### config.mk
export PLATFORM = sky130hd
export DESIGN_NAME = elm_batch_sequencer_flat
export DESIGN_NICKNAME = d
export VERILOG_FILES = /design/src/rtl/elm_batch_sequencer_if.sv /design/src/rtl/elm_batch_sequencer.sv /design/src/flat_wrapper.sv
export SDC_FILE = /design/constraint.sdc
export NUM_CORES = 1
export LEC_CHECK = 0
export ABC_AREA = 1
export CAP_MARGIN = 20
export CORE_ASPECT_RATIO = 1.2
export CORE_MARGIN = 8
export CORE_UTILIZATION = 50
export CTS_CLUSTER_DIAMETER = 60
export DETAILED_ROUTE_END_ITERATION = 8
export PLACE_DENSITY = 0.7
export SYNTH_ARGS = -nofsm -noshare
export SYNTH_HDL_FRONTEND = slang
export SYNTH_SLANG_ARGS = --single-unit
### constraint.sdc
create_clock -name clk -period 6.2 [get_ports clk]
set_input_delay 1.24 -clock clk [delete_from_list [all_inputs] [get_ports clk]]
set_output_delay 1.24 -clock clk [all_outputs]
set_load 0.01 [all_outputs]
### src/rtl/elm_batch_sequencer_if.sv
// Host, engine and result-FIFO signals of the ELM batch sequencer.
// master = host/engine environment, slave = sequencer.
interface elm_batch_sequencer_if #(
  parameter int WORD_W = 16
);
  logic              cmd_start;
  logic [3:0]        batch_len;
  logic [WORD_W-1:0] vec_word;
  logic              vec_valid;
  logic              vec_ready;
  logic              eng_start;
  logic              eng_din;
  logic              eng_din_valid;
  logic              eng_give_input;
  logic [3:0]        eng_hw_digit;
  logic              eng_output_valid;
  logic [3:0]        res_digit;
  logic [3:0]        res_idx;
  logic              res_valid;
  logic              res_ready;
  logic              busy;
  logic              done;
  logic              err_timeout;

  modport master (
    output cmd_start, batch_len, vec_word, vec_valid, eng_give_input,
           eng_hw_digit, eng_output_valid, res_ready,
    input  vec_ready, eng_start, eng_din, eng_din_valid, res_digit, res_idx,
           res_valid, busy, done, err_timeout
  );

  modport slave (
    input  cmd_start, batch_len, vec_word, vec_valid, eng_give_input,
           eng_hw_digit, eng_output_valid, res_ready,
    output vec_ready, eng_start, eng_din, eng_din_valid, res_digit, res_idx,
           res_valid, busy, done, err_timeout
  );
endinterface

### src/rtl/elm_batch_sequencer.sv
// Batch sequencer: fetches host vectors, streams them bit-serially to the
// inference engine and queues {index, digit} results in a small FIFO.
module elm_batch_sequencer #(
  parameter int VEC_BITS  = 256,
  parameter int WORD_W    = 16,
  parameter int RES_DEPTH = 8,
  parameter int TIMEOUT   = 65535
) (
  input logic            clk,
  input logic            rst,
  elm_batch_sequencer_if.slave bus
);
  localparam int NWORDS = VEC_BITS / WORD_W;
  localparam int WCW    = (NWORDS > 1) ? $clog2(NWORDS) : 1;
  localparam int BCW    = $clog2(VEC_BITS);
  localparam int TCW    = $clog2(TIMEOUT + 1);
  localparam int PW     = (RES_DEPTH > 1) ? $clog2(RES_DEPTH) : 1;
  localparam int CW     = $clog2(RES_DEPTH + 1);

  typedef enum logic [2:0] {IDLE, FETCH, START, FEED, WAIT, STORE, NEXT, DONE} state_t;

  state_t              state, state_nx;
  logic [VEC_BITS-1:0] sr;
  logic [WCW-1:0]      wcnt;
  logic [BCW-1:0]      bcnt;
  logic [TCW-1:0]      tcnt;
  logic [3:0]          blen, idx;
  logic [7:0]          hold;
  logic [7:0]          mem [RES_DEPTH];
  logic [PW-1:0]       wr_ptr, rd_ptr;
  logic [CW-1:0]       cnt;
  logic                vec_ready_q, eng_start_q, eng_din_valid_q, busy_q, done_q, err_q;
  logic                accept, shift, last_word, last_bit, tmo;
  logic                fifo_full, fifo_empty, push, pop;
  logic [7:0]          head;

  function automatic logic [PW-1:0] ptr_inc(input logic [PW-1:0] p);
    return (p == PW'(RES_DEPTH - 1)) ? '0 : p + 1'b1;
  endfunction

  assign accept     = (state == FETCH) && bus.vec_valid && vec_ready_q;
  assign shift      = (state == FEED) && bus.eng_give_input;
  assign last_word  = (wcnt == WCW'(NWORDS - 1));
  assign last_bit   = (bcnt == BCW'(VEC_BITS - 1));
  assign tmo        = (tcnt == TCW'(TIMEOUT - 1));
  assign fifo_full  = (cnt == CW'(RES_DEPTH));
  assign fifo_empty = (cnt == '0);
  assign pop        = !fifo_empty && bus.res_ready;
  // A pop in the same cycle frees the slot, so STORE may write into a full FIFO.
  assign push       = (state == STORE) && (!fifo_full || pop);

  always_comb begin
    state_nx = state;
    case (state)
      IDLE:    if (bus.cmd_start && bus.batch_len != '0) state_nx = FETCH;
      FETCH:   if (accept && last_word) state_nx = START;
      START:   state_nx = FEED;
      FEED:    if (shift && last_bit) state_nx = WAIT;
      WAIT:    if (bus.eng_output_valid) state_nx = STORE;
               else if (tmo)             state_nx = DONE;
      STORE:   if (push) state_nx = NEXT;
      NEXT:    state_nx = (idx + 4'd1 == blen) ? DONE : FETCH;
      DONE:    state_nx = IDLE;
      default: state_nx = IDLE;
    endcase
  end

  // Control outputs are registered from the next state so they line up with it.
  always_ff @(posedge clk or negedge rst) begin
    if (!rst) begin
      state           <= IDLE;
      sr              <= '0;
      wcnt            <= '0;
      bcnt            <= '0;
      tcnt            <= '0;
      blen            <= '0;
      idx             <= '0;
      hold            <= '0;
      wr_ptr          <= '0;
      rd_ptr          <= '0;
      cnt             <= '0;
      vec_ready_q     <= 1'b0;
      eng_start_q     <= 1'b0;
      eng_din_valid_q <= 1'b0;
      busy_q          <= 1'b0;
      done_q          <= 1'b0;
      err_q           <= 1'b0;
    end else begin
      state           <= state_nx;
      vec_ready_q     <= (state_nx == FETCH);
      eng_start_q     <= (state_nx == START);
      eng_din_valid_q <= (state_nx inside {START, FEED, WAIT, STORE});
      busy_q          <= (state_nx != IDLE);
      done_q          <= (state_nx == DONE) ||
                         (state == IDLE && bus.cmd_start && bus.batch_len == '0);
      case (state)
        IDLE: if (bus.cmd_start && bus.batch_len != '0) begin
          blen  <= bus.batch_len;
          idx   <= '0;
          err_q <= 1'b0;
          wcnt  <= '0;
        end
        FETCH: if (accept) begin
          sr[int'(wcnt)*WORD_W +: WORD_W] <= bus.vec_word;
          wcnt <= last_word ? '0 : wcnt + 1'b1;
        end
        FEED: begin
          tcnt <= '0;
          if (shift) begin
            sr   <= sr >> 1;
            bcnt <= last_bit ? '0 : bcnt + 1'b1;
          end
        end
        WAIT: begin
          if (bus.eng_output_valid) hold  <= {idx, bus.eng_hw_digit};
          else if (tmo)             err_q <= 1'b1;
          else                      tcnt  <= tcnt + 1'b1;
        end
        NEXT:    idx <= idx + 4'd1;
        default: ;
      endcase
      if (push) wr_ptr <= ptr_inc(wr_ptr);
      if (pop)  rd_ptr <= ptr_inc(rd_ptr);
      case ({push, pop})
        2'b10:   cnt <= cnt + CW'(1);
        2'b01:   cnt <= cnt - CW'(1);
        default: ;
      endcase
    end
  end

  always_ff @(posedge clk) begin
    if (push) mem[wr_ptr] <= hold;
  end

  assign head = fifo_empty ? 8'h00 : mem[rd_ptr];

  assign bus.vec_ready     = vec_ready_q;
  assign bus.eng_start     = eng_start_q;
  assign bus.eng_din       = sr[0];
  assign bus.eng_din_valid = eng_din_valid_q;
  assign bus.res_idx       = head[7:4];
  assign bus.res_digit     = head[3:0];
  assign bus.res_valid     = !fifo_empty;
  assign bus.busy          = busy_q;
  assign bus.done          = done_q;
  assign bus.err_timeout   = err_q;
endmodule

### src/flat_wrapper.sv
// flat-port wrapper written by rule: the top's interface ports become plain ports
module elm_batch_sequencer_flat 
#(
  parameter int VEC_BITS  = 256,
  parameter int WORD_W    = 16,
  parameter int RES_DEPTH = 8,
  parameter int TIMEOUT   = 65535
)
  (clk, rst, bus_cmd_start, bus_batch_len, bus_vec_word, bus_vec_valid, bus_eng_give_input, bus_eng_hw_digit, bus_eng_output_valid, bus_res_ready, bus_vec_ready, bus_eng_start, bus_eng_din, bus_eng_din_valid, bus_res_digit, bus_res_idx, bus_res_valid, bus_busy, bus_done, bus_err_timeout);
  elm_batch_sequencer_if #(.WORD_W(WORD_W)) bus_i ();
  input logic clk;
  input logic rst;
  input wire logic [$bits(bus_i.cmd_start)-1:0] bus_cmd_start;
  input wire logic [$bits(bus_i.batch_len)-1:0] bus_batch_len;
  input wire logic [$bits(bus_i.vec_word)-1:0] bus_vec_word;
  input wire logic [$bits(bus_i.vec_valid)-1:0] bus_vec_valid;
  input wire logic [$bits(bus_i.eng_give_input)-1:0] bus_eng_give_input;
  input wire logic [$bits(bus_i.eng_hw_digit)-1:0] bus_eng_hw_digit;
  input wire logic [$bits(bus_i.eng_output_valid)-1:0] bus_eng_output_valid;
  input wire logic [$bits(bus_i.res_ready)-1:0] bus_res_ready;
  output wire logic [$bits(bus_i.vec_ready)-1:0] bus_vec_ready;
  output wire logic [$bits(bus_i.eng_start)-1:0] bus_eng_start;
  output wire logic [$bits(bus_i.eng_din)-1:0] bus_eng_din;
  output wire logic [$bits(bus_i.eng_din_valid)-1:0] bus_eng_din_valid;
  output wire logic [$bits(bus_i.res_digit)-1:0] bus_res_digit;
  output wire logic [$bits(bus_i.res_idx)-1:0] bus_res_idx;
  output wire logic [$bits(bus_i.res_valid)-1:0] bus_res_valid;
  output wire logic [$bits(bus_i.busy)-1:0] bus_busy;
  output wire logic [$bits(bus_i.done)-1:0] bus_done;
  output wire logic [$bits(bus_i.err_timeout)-1:0] bus_err_timeout;
  assign bus_i.cmd_start = bus_cmd_start;
  assign bus_i.batch_len = bus_batch_len;
  assign bus_i.vec_word = bus_vec_word;
  assign bus_i.vec_valid = bus_vec_valid;
  assign bus_i.eng_give_input = bus_eng_give_input;
  assign bus_i.eng_hw_digit = bus_eng_hw_digit;
  assign bus_i.eng_output_valid = bus_eng_output_valid;
  assign bus_i.res_ready = bus_res_ready;
  assign bus_vec_ready = bus_i.vec_ready;
  assign bus_eng_start = bus_i.eng_start;
  assign bus_eng_din = bus_i.eng_din;
  assign bus_eng_din_valid = bus_i.eng_din_valid;
  assign bus_res_digit = bus_i.res_digit;
  assign bus_res_idx = bus_i.res_idx;
  assign bus_res_valid = bus_i.res_valid;
  assign bus_busy = bus_i.busy;
  assign bus_done = bus_i.done;
  assign bus_err_timeout = bus_i.err_timeout;
  elm_batch_sequencer #(.VEC_BITS(VEC_BITS), .WORD_W(WORD_W), .RES_DEPTH(RES_DEPTH), .TIMEOUT(TIMEOUT)) u_core (.clk(clk), .rst(rst), .bus(bus_i));
endmodule
After elaboration in Yosys (flattened, before gate mapping)
Memory sizes are Yosys's and may differ from the RTL's.
Cells that the tools add are included.

storage, ports and cells
  flip-flop bits (word level) = 319
  memory bits (writable) = 64
  bits of input ports = 31
  output and inout bits = 16
  word-level logic and storage cells = 122
  memories kept = 1

operators by class
  $add $sub $neg = 9
  equal/unequal tests = 28
  shifts and indexed selects = 2
  multiplexer cells = 31
  reductions and logical operators = 34

memory list
  name        depth  width  read ports  clocked after memory_dff  wr ports  line                       RTL
  u_core.mem  8      8      1           0                         1         elm_batch_sequencer.sv:29  logic [7:0] mem [RES_DEPTH];

operators with widths
  kind                       number
  $mux 256                   2
  $pmux 256 s2               1
  $bwmux 256                 1
  $shift 16x33->256 const A  1
  $shiftx 16x33->256         1
  $neg 8->33                 1
  $mux 16                    2
  $pmux 16 s2                1
  $eq 3x3->1 const B         9
  $mux 3                     9
  $pmux 3 s8                 1
  $pmux 4 s2                 3
  $add 16x1->16 const B      1
  $eq 16x16->1 const B       1
  $mux 8                     2
  $add 4x1->4 const B        3
  $eq 3x2->1 const B         4
  $mux 4                     3
  $reduce_bool 2->1          6
  $logic_and 1x1->1          10
  $reduce_and 3->1           3
  $add 8x1->8 const B        1
  $eq 4x4->1 const B         2
  $eq 8x8->1 const B         1
  other kinds (18)           35

Logic depth before layout (Yosys ltp)
Gate-level depths: netlist of the first run.

  depth in word-level cells = 9
  gate-level depth with buffers = 15
  mapped depth without buffers = 13

Worst setup path before layout of the first run
OpenSTA, ideal clock, no wires.

  path type = in2reg
  start = input bus_res_ready
  end = register u_core.cnt[3]
  setup time = 125 ps
  data arrival time = 2676 ps
  required time = 6075 ps
  path slack = 3399 ps
  stages = 8
  path buffers = 0
  path through = inv_1 > nor2_1 > ha_1 > ha_1 > a21oi_1 > o21ai_0 > xor2_1 > mux2_2

on the way
  word-level cells in the longest chain between the ends = 5
  elaborated cells between the ends (all ways) = 7
  those cells by class = eq/ne (2); mux (1); reduce/logical (4)

ends and longest elaborated chain
  item                                                    line                        RTL
  start: declaration                                      flat_wrapper.sv:20          input wire logic [$bits(bus_i.res_ready)-1:0] bus_res_ready;
  $logic_and 1x1->1 (*)                                   elm_batch_sequencer.sv:48   assign pop = !fifo_empty && bus.res_ready;
  named net u_core.pop                                    elm_batch_sequencer.sv:34   logic fifo_full, fifo_empty, push, pop;
  $logic_or 1x1->1                                        elm_batch_sequencer.sv:50   assign push = (state == STORE) && (!fifo_full || pop);
  $logic_and 1x1->1                                       elm_batch_sequencer.sv:50
  $eq 2x1->1 / $eq 2x2->1 (equally long branches)         elm_batch_sequencer.sv:124  case ({push, pop})
  $pmux 4 s2 / $reduce_bool 2->1 (equally long branches)  --
  end signal: assignment                                  elm_batch_sequencer.sv:125  2'b10: cnt <= cnt + CW'(1);
  end signal: assignment                                  elm_batch_sequencer.sv:126  2'b01: cnt <= cnt - CW'(1);
  end: declaration                                        elm_batch_sequencer.sv:31   logic [CW-1:0] cnt;

The timed path passes the listed nets; every way through them passes the cells marked *.
A chain may end at the register's enable or synchronous reset.

Worst setup path in the final report of the first run
  start = register u_core.rd_ptr[0]
  end = output bus_res_idx[3]

on the way
  word-level cells in the longest chain between the ends = 2

ends and longest elaborated chain
  item                      line                        RTL
  start: declaration        elm_batch_sequencer.sv:30   logic [PW-1:0] wr_ptr, rd_ptr;
  start signal: assignment  elm_batch_sequencer.sv:123  if (pop) rd_ptr <= ptr_inc(rd_ptr);
  $mem_v2 8x8               --
  $mux 8                    elm_batch_sequencer.sv:136  assign head = fifo_empty ? 8'h00 : mem[rd_ptr];
  end: declaration          flat_wrapper.sv:26          output wire logic [$bits(bus_i.res_idx)-1:0] bus_res_idx;

No other way between the ends.

==> flow_summary.toml, run 1 <==
[clock_network]
cts_made_buffers = 42
clock_sinks = 383
clock-root-buffer = "clkbuf_16"
htreeDepth = 2
cts_resized = 0
clockBufferDepth = 3
path_clk_slew_ps = 60
clock_latency_ps = 560
cts_hold_buf = 0
post-cts-setup-buffers = 0
cts_tree = "yes"

[finish]
layout-drive-gt1-share_pct = 5.613
multiInputGateArea_mm2 = 0.008954
diodes = 0
fillers = 3778
seqCellArea_mm2 = 0.009905
nets = 2725
area_growth_pct = 9.608

[worst_hold_path]
hold_class = "flop to flop"
hold_depth = 2
hold_end = "u_core.sr[226]"
holdCritStartpoint = "u_core.sr[226]"

[timing]
finalCritPeriodShare_pct = 70.14
period_minus_slack_ps = 4349
setup_viol = 0
drv_slew = 0
clock_skew_ps = 25.86
final_hold_viol_count = 0
fin_setup_tns_ps = 0
rsz0062_at_grt = "no"
clock.fmax_mhz = 230.0
tightest_slew_ps = 1041
max_slew_margin_pct = 30.33

[synthesis]
yosysTopAreaCell = "dfrtp_1"
yosys.area.top_type_share_pct = 39.24
post-synth-top-count-cell = "nand2_1"
netlist_top_cells_count = "1125 x nand2_1, 319 x dfrtp_1, 224 x inv_1"
synth_edf_count = 64
async_flop_share_pct = 83.29
yosysWarnings = 0
synth_ff_type = "dfrtp_1"
synthTopCellsByArea = "dfrtp_1 39%, nand2_1 21%, edfxtp_1 9.4%"
yosysSeqAreaShare_pct = 48.69
synth_area_per_cell_um2 = 7.515
ys_seq_elements = 383
synth_cell_types = 44
synthesis.nets = 2753
synthCells = 2707
synth_area_mm2 = 0.02034

[power_and_ir_drop]
power.total_mw = 8.913
ir_drop_mv = 0.2830
power.leakage_nw = 10.49
power_density_mw_per_mm2 = 399.7

[outcome]
status = "finished clean"

[setup_path]
worstSetupEndpointType = "output port"
crit_required_ps = 4960
worstReg2RegStart = "u_core.wcnt[0]"
r2r-end = "u_core.sr[94]"
cp.arrival_ps = 3110
cp_max_fo = 34
crit_path_start_kind = "flop"
rrSetupSlack_ps = 1960
critPathKind = "flop to output port"
rr_worst_depth = 9

[routing]
ant_nets = 0
via_count = 17610
detail_route.wl_per_cell_um = 16.00
dr.pass1.iters = 5
via_per_inst = 5.425
remaining_drc_errors = 0
drt_iter0_drc = 1445
totalWireLength_um = 51960

[global_route]
grt_max_degree = 156
overflow = 0
antenna_found_initial = 0
grt_pass1_vias = 16780
grt_pass1_wl_um = 85210
grt_util_all_layers_pct = 21.47

[placement]
dp_hpwl_um = 33970
gp_congestion = 0.8832
portBuffers = 46

[floorplan]
dieArea_mm2 = 0.04742
initial_core_util_pct = 50.30
pin_count = 47
core_area_mm2 = 0.04044
dieHeight_um = 237.0
std_cell_rows = 81
die_w_um = 200.1

[flow_run]
maxCapViolCount = 0
[where the power goes]
part | internal (mW) | switching [mW] | leakage [nW] | total, mW
Sequential | 2.88 | 0.215 | 4.93 | 3.10
Combinational | 0.849 | 2.59 | 4.92 | 3.44
Clock | 1.35 | 1.03 | 0.638 | 2.37
[state kept, by name, summed over array words and instances (netlist names)]
name                      flops
u_core.idx                    4
u_core.wcnt                   4
u_core.state                  3
u_core.bus.err_timeout        1
u_core.bus.done               1
u_core.wr_ptr                 3
u_core.hold                   8
u_core.blen                   4
u_core.bus.eng_din_valid      1
u_core.bus.busy               1
u_core.tcnt                  16
u_core.bcnt                   8
u_core.sr                   256
u_core.mem                   64
u_core.cnt                    4
u_core.rd_ptr                 3
u_core.bus.eng_start          1
u_core.bus.vec_ready          1
[worst max-delay path, cell delays in order, from the launching register on]
cell and delay (ps):
dfrtp_1 360, buf_4 240, inv_1 730, o21ai_0 190
o22ai_1 140, o21ai_0 90, a31oi_1 200, clkdlybuf4s50_1 580
[layer usage]
metal | GRT usage, % | share of wire (%)
met5 | 0 | 0
met4 | 9.197 | 4.1
met3 | 3.008 | 5.4
met2 | 36.48 | 48
met1 | 27.13 | 43
[cells in the final DEF, fill, tap and decap left out, types with 10 or more instances in the layout]
master,n
a21oi_1,13
buf_4,10
clkbuf_16,42
clkdlybuf4s50_1,45
dfrtp_1,319
edfxtp_1,64
ha_1,14
inv_1,224
nand2_1,1125
nand3_1,144
nand4_1,24
nor2_1,194
nor3_1,48
o21ai_0,182
o21bai_1,66
o22ai_1,51
[kinds of logic after synthesis]
group                      share of synthesized area, %
muxes                                            0.3321
adders and majority gates                        0.9595
buffers and inverters                             7.344
DFF                                               48.69
AOI/OAI and AO/OA                                 10.35
xor gates and xnor gates                         0.5105
and+or+nand+nor                                   31.82
[final cells by class]
type	instances	area share, %
Tap cell	539	3.025
Clock buffer	55	5.157
Inverter	235	3.979
Multi-Input combinational cell	1958	40.16
Timing Repair Buffer	59	2.649
Clock inverter	18	0.6117
Sequential cell	383	44.42
[metrics by stage]
stage,cells,hold WS [ps],worst slack [ps],utilization (%),cell area [um^2]
2_1_floorplan,2707,441.9,3399,-,20340
5_1_grt,3247,491.1,1615,55.14,22300
3_5_place_dp,3173,458.5,2069,51.92,21000
4_1_cts,3246,472.9,1863,55.10,22280
6_report,3247,472.1,1851,55.14,22300
3_3_place_gp,3172,453.7,2169,51.88,20980
[how the worst max path moves through the flow]
stage                                start        endpoint  cells after the start
after floorplan              bus_res_ready   u_core.cnt[3]                      8
after global placement      u_core.wcnt[0]   u_core.sr[90]                      9
after detailed placement    u_core.wcnt[0]   u_core.sr[94]                      9
after CTS                 u_core.rd_ptr[0]  bus_res_idx[0]                      7
after global routing        u_core.wcnt[0]   u_core.sr[82]                      9
final                     u_core.rd_ptr[0]  bus_res_idx[3]                      7
Power figures use the tool's default switching activity.
==> run 2, diff against run 1 <==
PLACE_DENSITY = 0.73   (was 0.7)
clock period = 3.5 ns   (was 6.2 ns; I/O delays follow)
==> flow_summary.toml, run 2 (synthesized netlist as in run 1, its figures left out) <==
[global_route]
overflow = 0
grt_util_all_layers_pct = 21.95
grt_pass1_wl_um = 87430
antenna_found_initial = 0
grt_pass1_vias = 17410
grt_max_degree = 76

[finish]
nets = 2767
largest_reg_flops = 256
regMostFlops = "u_core.sr"
diodes = 0
layout_commonest_cell = "nand2_1"
most-common-layout-cells = "1125 x nand2_1, 319 x dfrtp_1, 222 x inv_1"
top_regs = "u_core.sr x256, u_core.mem x64, u_core.tcnt x16"
fillers = 3606
final_area_mm2 = 0.02274
layout-drive-gt1-share_pct = 7.298
area_growth_pct = 11.81

[clock_network]
clock-root-buffer = "clkbuf_16"
clock_latency_ps = 560
clock_sinks = 383
cts_tree = "yes"
path_clk_slew_ps = 60
cts_made_buffers = 43
htreeDepth = 2
clockBufferDepth = 3
cts_hold_buf = 0

[routing]
dr.pass1.iters = 5
via_count = 17870
ant_nets = 0
via_per_inst = 5.427
wirelength_met1_um = 22290
wl_met3_um = 3158
drt_iter0_drc = 1620
totalWireLength_um = 52680
remaining_drc_errors = 0
detail_route.wl_per_cell_um = 16.00
wl_met2_um = 25300
topRoutingLayerUsed = "met4"

[timing]
tightest_slew_ps = 917.9
clock_skew_ps = 12.50
period_minus_slack_ps = 3248
max_slew_margin_pct = 38.58
final_hold_viol_count = 0
drv_slew = 0
finalCritPeriodShare_pct = 92.80
fin_setup_tns_ps = 0
rsz0062_at_grt = "no"
setup_viol = 0
clock.fmax_mhz = 307.9

[setup_path]
slowest_delay_ps = 600
cp.arrival_ps = 2550
cp_slowest_cell = "clkdlybuf4s50_1"
crit_top_cell = "o21ai_0"
crit_required_ps = 2800
crit_path_start_kind = "flop"
path_buf_inv = 2
worstSetupEndpointType = "output port"
rrSetupSlack_ps = 580
critPathKind = "flop to output port"
cp_max_fo = 33
path_cells = "buf_4 > o21ai_0 > o22ai_1 > o21ai_0 > a31oi_1 > clkdlybuf4s50_1"
path_delay_family = "buffers and inverters"

[placement]
portBuffers = 46
dp_hpwl_um = 34130
gp_congestion = 0.8956
dpl_cell_area_mm2 = 0.02133

[power_and_ir_drop]
ir_drop_mv = 0.7712
power_density_mw_per_mm2 = 720.9
power.leakage_nw = 10.76

[floorplan]
die_w_um = 200.1
dieHeight_um = 237.0
initial_core_util_pct = 50.30
std_cell_rows = 81
dieArea_mm2 = 0.04742
core_area_mm2 = 0.04044
pin_count = 47

[worst_hold_path]
hold_class = "primary input to asynchronous set/reset pin"

[flow_run]
maxCapViolCount = 0

[outcome]
status = "finished clean"
run 2: cell types whose count changed in the layout (fill, tap and decap cells not counted), sizes merged:
cell	previous run	this run
clkbuf	55	62
buf	14	55
bufinv	1	2
clkinv	13	12
clkinvlp	1	3
inv	238	234
run 2: cell type report:
type,instances,area [um^2],area share (%)
Multi-Input combinational cell,1958,8954,39.37
Timing Repair Buffer,100,908.4,3.994
Clock buffer,62,1259,5.534
Sequential cell,383,9905,43.55
Inverter,235,894.6,3.933
Tap cell,539,674.4,2.965
Clock inverter,16,150.1,0.6601
run 2: metal layers:
metal,GRT usage (%),up-vias
met3,3.568,129
met5,0,-
met4,9.265,0
met2,36.70,567
li1,-,8638
met1,27.96,8538
run 2: worst reg2reg max path: stages (launching register included):
cell      delay [ps]
dfrtp_1          440
inv_2            130
ha_1             300
xnor2_2          630
nand2_2           90
buf_4            300
inv_1            460
nand2_1          160
o21bai_1         180
nand2_1           80
nand2_1           70
run 2: through the flow:
step	worst slack [ps]	total power [mW]	utilization, %	std cells	hold WS, ps
2_1_floorplan	1239	10.05	-	2707	404.4
3_3_place_gp	581.9	11.72	52.74	3215	454.1
3_5_place_dp	465.5	11.88	52.74	3215	458.2
4_1_cts	42.13	16.41	56.23	3293	152.1
5_1_grt	15.50	17.35	56.25	3293	163.9
6_report	252.0	16.40	56.25	3293	109.7
run 2: worst paths after layout:
check | from | cells past startpoint | to
worst min register to register | u_core.sr[80] | 2 | u_core.sr[80]
worst min-delay path | rst | 1 | u_core.sr[168]
worst max register to register | u_core.wcnt[0] | 10 | u_core.sr[44]
worst max-delay path | u_core.rd_ptr[0] | 6 | bus_res_idx[2]
min in group clk | u_core.sr[80] | 2 | u_core.sr[80]
max in group asynchronous | rst | 2 | u_core.tcnt[15]
run 2: timing repair:
action | in CTS | in global routing
buffers inserted | 0 | 0
endpoints found under the setup margin | 0 | 8
resized for setup | 0 | 2
run 2: where the power goes:
group	total (mW)	leakage (nW)	internal, mW	switching, mW
registers	5.48	4.93	5.11	0.369
logic	6.43	5.12	1.69	4.74
clock network	4.48	0.698	2.65	1.83
total	16.4	10.8	9.45	6.95
==> run 3, diff against run 2 <==
GPL_TIMING_DRIVEN = 0   (was not set)
==> flow_summary.toml, run 3 (synthesized netlist as in run 1, its figures left out) <==
[finish]
regMostFlops = "u_core.sr"
multiInputGateArea_mm2 = 0.008944
largest_reg_flops = 256
nets = 2844
area_growth_pct = 12.56
fin_util_pct = 56.62
most-common-layout-cells = "1125 x nand2_1, 319 x dfrtp_1, 222 x inv_1"
layout_commonest_cell = "nand2_1"
fillers = 3650
layout-drive-gt1-share_pct = 7.420
seqCellArea_mm2 = 0.009905
top_regs = "u_core.sr x256, u_core.mem x64, u_core.tcnt x16"
diodes = 0

[setup_path]
critPathKind = "flop to output port"
rr_worst_depth = 12
worstReg2RegStart = "u_core.wcnt[0]"
slowest_delay_ps = 590
path_delay_family = "buffers and inverters"
crit_required_ps = 2800
crit_top_cell = "nor2_1"
rrSetupSlack_ps = 470
crit_path_start_kind = "flop"
path_buf_inv = 2
cp_max_fo = 10
cp_slowest_cell = "clkdlybuf4s50_1"
worstSetupEndpointType = "output port"
cp.arrival_ps = 2660
r2r-end = "u_core.sr[15]"
path_cells = "clkbuf_1 > nor2_1 > nor2_1 > o21ai_0 > a31oi_1 > clkdlybuf4s50_1"

[timing]
period_minus_slack_ps = 3358
drv_slew = 0
rsz0062_at_grt = "yes"
clock.fmax_mhz = 297.8
max_slew_margin_pct = 42.31
finalCritPeriodShare_pct = 95.93
clock_skew_ps = 26.25
setup_viol = 0
tightest_slew_ps = 865.3
final_hold_viol_count = 0
timing.hold.ws_ps = 229.5

[floorplan]
dieHeight_um = 237.0
initial_core_util_pct = 50.30
dieArea_mm2 = 0.04742
std_cell_rows = 81
die_w_um = 200.1
pin_count = 47
core_area_mm2 = 0.04044

[global_route]
grt_util_all_layers_pct = 22.71
grt_pass1_wl_um = 90000
overflow = 0
antenna_found_initial = 0
grt_pass1_vias = 17600
grt_max_degree = 109

[placement]
gp_congestion = 0.9284
portBuffers = 46
dp_hpwl_um = 38740

[routing]
via_per_inst = 5.383
drt_iter0_drc = 1448
via_count = 18140
remaining_drc_errors = 0
ant_nets = 0
dr.pass1.iters = 6
totalWireLength_um = 54150
detail_route.wl_per_cell_um = 16.07

[power_and_ir_drop]
power.total_mw = 16.52
ir_drop_mv = 0.5279
power_density_mw_per_mm2 = 721.5
power.leakage_nw = 10.84

[flow_run]
maxCapViolCount = 0

[clock_network]
clock_sinks = 383
clock_latency_ps = 550
clock-root-buffer = "clkbuf_16"
htreeDepth = 2
cts_tree = "yes"
post-cts-setup-buffers = 0
cts_hold_buf = 0
clockBufferDepth = 3
cts_made_buffers = 41
path_clk_slew_ps = 60

[outcome]
status = "finished clean"

[worst_hold_path]
hold_class = "primary input to asynchronous set/reset pin"
==> run 3: repair_timing <==
item	4_1_cts	5_1_grt
pin swaps	0	0
gates cloned	0	0
resized for setup	2	10
setup endpoints to repair	5	6
==> run 3: per-stage QoR <==
step / setup TNS (ps) / cell area [um^2] / std cells / worst slack, ps
4_1_cts: 0 / 22890 / 3369 / 24.30
5_1_grt: -2.439 / 22900 / 3369 / -2.439
2_1_floorplan: 0 / 20340 / 2707 / 1239
3_3_place_gp: -3902960 / 21480 / 3292 / -12260
3_5_place_dp: 0 / 21540 / 3294 / 396.1
6_report: 0 / 22900 / 3369 / 142.4
==> run 3: power by group <==
part,internal [mW],switching [mW],total [mW]
Sequential,5.11,0.369,5.48
Clock,2.53,1.78,4.31
Combinational,1.82,4.91,6.73
==> run 3: worst register-to-register path, cell delays in order, from the launching register on <==
cell      delay, ps
dfrtp_1         460
inv_2           150
nand2_1         130
inv_1            50
ha_1            290
inv_1            70
clkbuf_1        490
nand4_2         400
a21oi_4         390
inv_2           130
buf_2           210
nand2_1          90
nand2_1          50
==> run 3: routing by layer <==
metal | track usage [%] | share of wire [%]
met1 | 28.03 | 41
met2 | 38.73 | 48
met3 | 3.855 | 6.4
met4 | 10.03 | 4.5
met5 | 0 | 0
==> run 3: worst max path at each step <==
stage | from | endpoint | cells past startpoint
2_1_floorplan | bus_res_ready | u_core.cnt[3] | 8
3_5_place_dp | bus_res_ready | u_core.cnt[3] | 9
3_3_place_gp | rst | u_core.sr[3] | 1
4_1_cts | u_core.rd_ptr[0] | bus_res_idx[2] | 7
5_1_grt | u_core.rd_ptr[0] | bus_res_idx[2] | 6
6_report | u_core.rd_ptr[0] | bus_res_idx[0] | 6
==> run 3: layout make-up <==
class	instances	area share (%)
Timing Repair Buffer	48	2.273
Buffer	131	2.694
Multi-Input combinational cell	1958	39.06
Sequential cell	383	43.26
Inverter	235	3.863
Clock inverter	17	0.5246
Tap cell	539	2.945
Clock buffer	58	5.382
